[src/rtl/mux_pkg.sv]
// Shared constants and helpers for the registered N-channel mux.
package mux_pkg;

    localparam logic MODE_FIXED = 1'b0;
    localparam logic MODE_RR    = 1'b1;

    // Channel-id width; a single channel still needs a 1-bit field.
    function automatic int clog2_min1(input int n);
        return (n <= 1) ? 1 : $clog2(n);
    endfunction

endpackage

[src/rtl/rr_arbiter.sv]
// Round-robin arbiter: owns the priority pointer, grants the first requester at or after it.
module rr_arbiter
    import mux_pkg::*;
#(
    parameter int N_CH = 4,
    localparam int SEL_W = clog2_min1(N_CH)
) (
    input  logic             clk,
    input  logic             rst_n,
    input  logic [N_CH-1:0]  req,
    input  logic             advance,
    input  logic [SEL_W-1:0] fb_idx,
    output logic [N_CH-1:0]  grant,
    output logic [SEL_W-1:0] grant_idx
);

    logic [SEL_W-1:0] rr_ptr;
    logic             hit;

    // rr_ptr is always < N_CH, so one conditional subtract is enough to wrap.
    function automatic int wrap_idx(input int p, input int k);
        int s;
        s = p + k;
        return (s >= N_CH) ? s - N_CH : s;
    endfunction

    always_comb begin
        grant     = '0;
        grant_idx = '0;
        hit       = 1'b0;
        for (int k = 0; k < N_CH; k++) begin
            if (!hit && req[wrap_idx(int'(rr_ptr), k)]) begin
                hit = 1'b1;
                grant[wrap_idx(int'(rr_ptr), k)] = 1'b1;
                grant_idx = SEL_W'(wrap_idx(int'(rr_ptr), k));
            end
        end
    end

    always_ff @(posedge clk or negedge rst_n) begin
        if (!rst_n)
            rr_ptr <= '0;
        else if (advance)
            rr_ptr <= (int'(fb_idx) >= N_CH - 1) ? '0 : fb_idx + SEL_W'(1);
    end

endmodule

[src/rtl/mux_rr_reg.sv]
// N-channel registered mux with valid/ready on every port; fixed-select or round-robin grant.
module mux_rr_reg
    import mux_pkg::*;
#(
    parameter int N_CH  = 4,
    parameter int WIDTH = 8,
    localparam int SEL_W = clog2_min1(N_CH)
) (
    input  logic                  clk,
    input  logic                  rst_n,
    input  logic                  mode,
    input  logic [SEL_W-1:0]      sel,
    input  logic [N_CH-1:0]       in_valid,
    input  logic [N_CH*WIDTH-1:0] in_data,
    output logic [N_CH-1:0]       in_ready,
    output logic                  out_valid,
    output logic [WIDTH-1:0]      out_data,
    output logic [SEL_W-1:0]      out_ch,
    input  logic                  out_ready
);

    logic             can_load;
    logic             grant_ok;
    logic             xfer;
    logic             rr_adv;
    logic [SEL_W-1:0] g;
    logic [SEL_W-1:0] rr_idx;
    logic [N_CH-1:0]  rr_grant;
    logic [WIDTH-1:0] g_data;

    rr_arbiter #(.N_CH(N_CH)) u_arb (
        .clk       (clk),
        .rst_n     (rst_n),
        .req       (in_valid),
        .advance   (rr_adv),
        .fb_idx    (g),
        .grant     (rr_grant),
        .grant_idx (rr_idx)
    );

    always_comb begin
        can_load = !out_valid || out_ready;
        if (mode == MODE_RR) begin
            g        = rr_idx;
            grant_ok = |rr_grant;
        end else begin
            g        = sel;
            grant_ok = int'(sel) < N_CH;
        end
        in_ready = '0;
        g_data   = '0;
        // An out-of-range sel matches no channel, leaving in_ready all low.
        for (int i = 0; i < N_CH; i++) begin
            if (int'(g) == i) begin
                g_data = in_data[i*WIDTH +: WIDTH];
                if (grant_ok && can_load && rst_n)
                    in_ready[i] = 1'b1;
            end
        end
        xfer   = |(in_valid & in_ready);
        rr_adv = xfer && (mode == MODE_RR);
    end

    always_ff @(posedge clk or negedge rst_n) begin
        if (!rst_n) begin
            out_valid <= 1'b0;
            out_data  <= '0;
            out_ch    <= '0;
        end else if (xfer) begin
            out_valid <= 1'b1;
            out_data  <= g_data;
            out_ch    <= g;
        end else if (out_ready) begin
            out_valid <= 1'b0;
        end
    end

endmodule
[config.mk]
export PLATFORM = sky130hd
export DESIGN_NAME = mux_rr_reg
export DESIGN_NICKNAME = d
export VERILOG_FILES = /design/src/rtl/mux_pkg.sv /design/src/rtl/rr_arbiter.sv /design/src/rtl/mux_rr_reg.sv
export SDC_FILE = /design/constraint.sdc
export NUM_CORES = 1
export LEC_CHECK = 0
export ABC_AREA = 0
export CAP_MARGIN = 15
export CORE_MARGIN = 5
export CORE_UTILIZATION = 30
export DETAILED_ROUTE_END_ITERATION = 12
export GPL_TIMING_DRIVEN = 1
export HOLD_SLACK_MARGIN = 0.02
export PLACE_DENSITY = 0.63
export SLEW_MARGIN = 40
export SYNTH_ARGS = -nofsm -noshare
export SYNTH_HDL_FRONTEND = slang
export SYNTH_SLANG_ARGS = --single-unit
[constraint.sdc]
create_clock -name clk -period 4.67 [get_ports clk]
set_input_delay 0.934 -clock clk [delete_from_list [all_inputs] [get_ports clk]]
set_output_delay 0.934 -clock clk [all_outputs]
set_load 0.01 [all_outputs]
==> impl_metrics.py <==
metrics = {
    "status": {
        "status": "finished, final reports clean",
    },
    "final_layout": {
        "final_cell_mix": "clkdlybuf4s50_1, dfrtp_1",
        "nNetsFinal": 259,
        "syn2layout_area_growth_pct": 55.1,
        "fill_cells": 416,
        "drive_above_1_share_pct": 15.7,
        "antennaDiodeCount": 0,
        "layout_commonest_cell": "clkdlybuf4s50_1",
    },
    "power": {
        "seqPwrFrac_pct": 20.6,
        "p_comb_share_pct": 69.2,
        "leakagePower_nw": 0.879,
        "powerDensity_mw_per_mm2": 463,
        "ir_drop_uv": 158,
        "swShare_pct": 39.4,
        "total_power_w": 0.000932,
        "clkPwrFrac_pct": 10.2,
        "p_int_w": 0.000565,
        "switchingPower_w": 0.000367,
    },
    "synthesis": {
        "yosysTopAreaCell": "dfrtp_1",
        "synthArstFlopShare_pct": 100,
        "yosys_warnings": 0,
        "synth-seq-area-share_pct": 25.1,
        "synth_area_leaders": "dfrtp_1, ha_1, mux2_4, a22oi_1, a21oi_1",
        "synth_top_area_share_pct": 25.1,
        "syn_area_per_cell_um2": 9.01,
        "netlist_area_mm2": 0.00130,
        "synth.distinct_cells": 35,
        "synth_nets": 198,
        "synth_flop_cell": "dfrtp_1",
        "netlist_instances": 144,
        "synth_edf_count": 0,
        "ys_ff_latch": 13,
    },
    "clock_tree": {
        "htreeDepth": 1,
        "ctsRootBufferMaster": "clkbuf_8",
        "clockBufferDepth": 2,
        "clock_latency_ps": 240,
        "cts.sink_count": 13,
        "cts_buffers": 3,
        "cts_setup_buffers": 0,
        "tritoncts": "yes",
        "cts.reportedPaths.clkPinSlew_ps": 50,
    },
    "die": {
        "core_mm2": 0.00426,
        "fp.dieH_um": 75.8,
        "initial_core_util_pct": 30.4,
        "num_rows": 24,
        "pin_count": 57,
        "die_w_um": 75.8,
        "dieArea_mm2": 0.00574,
    },
    "worst_setup_path": {
        "path_delay_family": "buffers and inverters",
        "cp_common_cell": "clkdlybuf4s50_1",
        "path_class": "in -> out",
        "crit_buf_inv": 4,
        "crit_chain": "clkdlybuf4s50_1 -> buf_4 -> mux2_2 -> or4_1 -> o311ai_2 -> o21a_2 -> inv_1 -> ha_1 -> and2_1 -> clkdlybuf4s50_1",
        "end_kind": "output pin",
        "cp.arrival_ps": 3630,
        "start_kind": "input pin",
        "path_max_fanout": 6,
        "max_stage_delay_ps": 520,
        "crit_slowest_cell": "or4_1",
        "required_ps": 3740,
    },
    "route": {
        "drtPass1Iterations": 5,
        "drtAntennaViolNets": 0,
        "drt_iter0_markers": 47,
        "drc": 0,
        "via_per_inst": 4.86,
        "avgRoutedWirePerCell_um": 14.2,
        "totalWireLength_um": 3640,
        "vias": 1245,
    },
    "timing": {
        "drv_slew": 0,
        "fmax_mhz": 219,
        "clock_skew_ps": 3.77,
        "period_needed_ps": 4570,
        "worst_pin_slew_ps": 519,
        "hold_viol": 0,
        "whs_ps": 494,
        "period_share_pct": 97.8,
        "setup_violations": 0,
        "relSlewSlack_pct": 65.0,
    },
    "global_route": {
        "grt_max_degree": 19,
        "antenna_found_initial": 0,
        "grt_usage_pct": 12.1,
        "grt_pass1_wl_um": 5430,
        "grt_overflow_total": 0,
        "grt_pass1_vias": 1110,
    },
    "place": {
        "gp_congestion": 0.763,
        "io_buffers": 56,
        "hpwl_um": 2960,
    },
    "min_path": {
        "min_path_type": "reg -> reg",
    },
    "job": {
        "cap_violations": 0,
    },
}
## tightest hold or removal path, cell delays in order (launching register included)
cell and delay (ps):
dfrtp_1 340, nand2b_1 70, nand2_1 50
## cell families after synthesis
family | Yosys count | share of synthesized area, %
buffers and inverters | 17 | 6.27
flip-flops | 13 | 25.1
AO/OA/AOI/OAI | 42 | 21.9
multiplexers | 19 | 20.1
AND/OR/NAND/NOR | 41 | 15.1
adder cells (fa/ha/maj) | 12 | 11.6
## layer usage
layer  routed length [um]  track usage, %  share of wire (%)
met3                  156           0.923                4.3
met2                 1770            18.9                 49
met1                 1660            17.5                 46
met5                    0               0                  0
met4                   49            4.08                1.3
## final cells by class
cell class              instances  area [um2]  share of cell area (%)
well taps                      52        65.1                    3.23
clock buffers                   4        45.0                    2.24
repair buffers                 68         651                    32.3
multi-input cells             114         907                    45.1
inverters                       5        18.8                   0.933
flip-flops and latches         13         325                    16.2
## power groups by stage
stage | combinational (W) | clock [W] | sequential [W]
after floorplan | 0.000384 | 0 | 0.000217
after global placement | 0.000639 | 0 | 0.000193
after detailed placement | 0.000642 | 0 | 0.000194
after CTS | 0.000643 | 0.0000994 | 0.000192
after global routing | 0.000705 | 0.000106 | 0.000197
final | 0.000645 | 0.0000951 | 0.000192
## repair_timing
item,CTS,global route
endpoints found under the setup margin,0,4
hold buffers,0,0
gates resized for setup,0,3
## final timing paths
kind,from,endpoint,slack (ps),depth (start not counted)
setup / recovery,in_valid[0],in_ready[0],100,10
hold / removal,out_valid$_DFFE_PN0P_,out_valid$_DFFE_PN0P_,490,2
setup reg to reg,u_arb.rr_ptr[0]$_DFFE_PN0P_,out_data[3]$_DFFE_PN0P_,1060,14
hold reg to reg,out_valid$_DFFE_PN0P_,out_valid$_DFFE_PN0P_,490,2
max in group asynchronous,rst_n,out_data[2]$_DFFE_PN0P_,3500,2
min in group asynchronous,rst_n,out_ch[0]$_DFFE_PN0P_,1000,2
## per-stage QoR
stage	utilization, %	setup TNS [ps]	std cells	setup WS, ps	cell area [um2]
floorplan	-	0	144	626	1300
global placement	45.7	0	252	32.0	1950
detailed placement	45.7	0	252	20.1	1950
CTS	46.8	0	256	7.48	2000
global route	47.2	-15.5	256	-10.9	2010
finish	47.2	0	256	104	2010
## registers in the layout, summed over array words and instances (netlist names)
signal and flops:
out_ch 2, out_valid 1, u_arb.rr_ptr 2, out_data 8
## Yosys cell counts, drive strengths merged, types with 5 or more instances
library cell,n
dfrtp,13
nand2,13
a21oi,12
ha,12
mux2,12
nor2,11
a22oi,10
o21ai,10
clkbuf,8
inv,5
mux2i,5
Note: power is estimated with default switching activity, not from simulation.
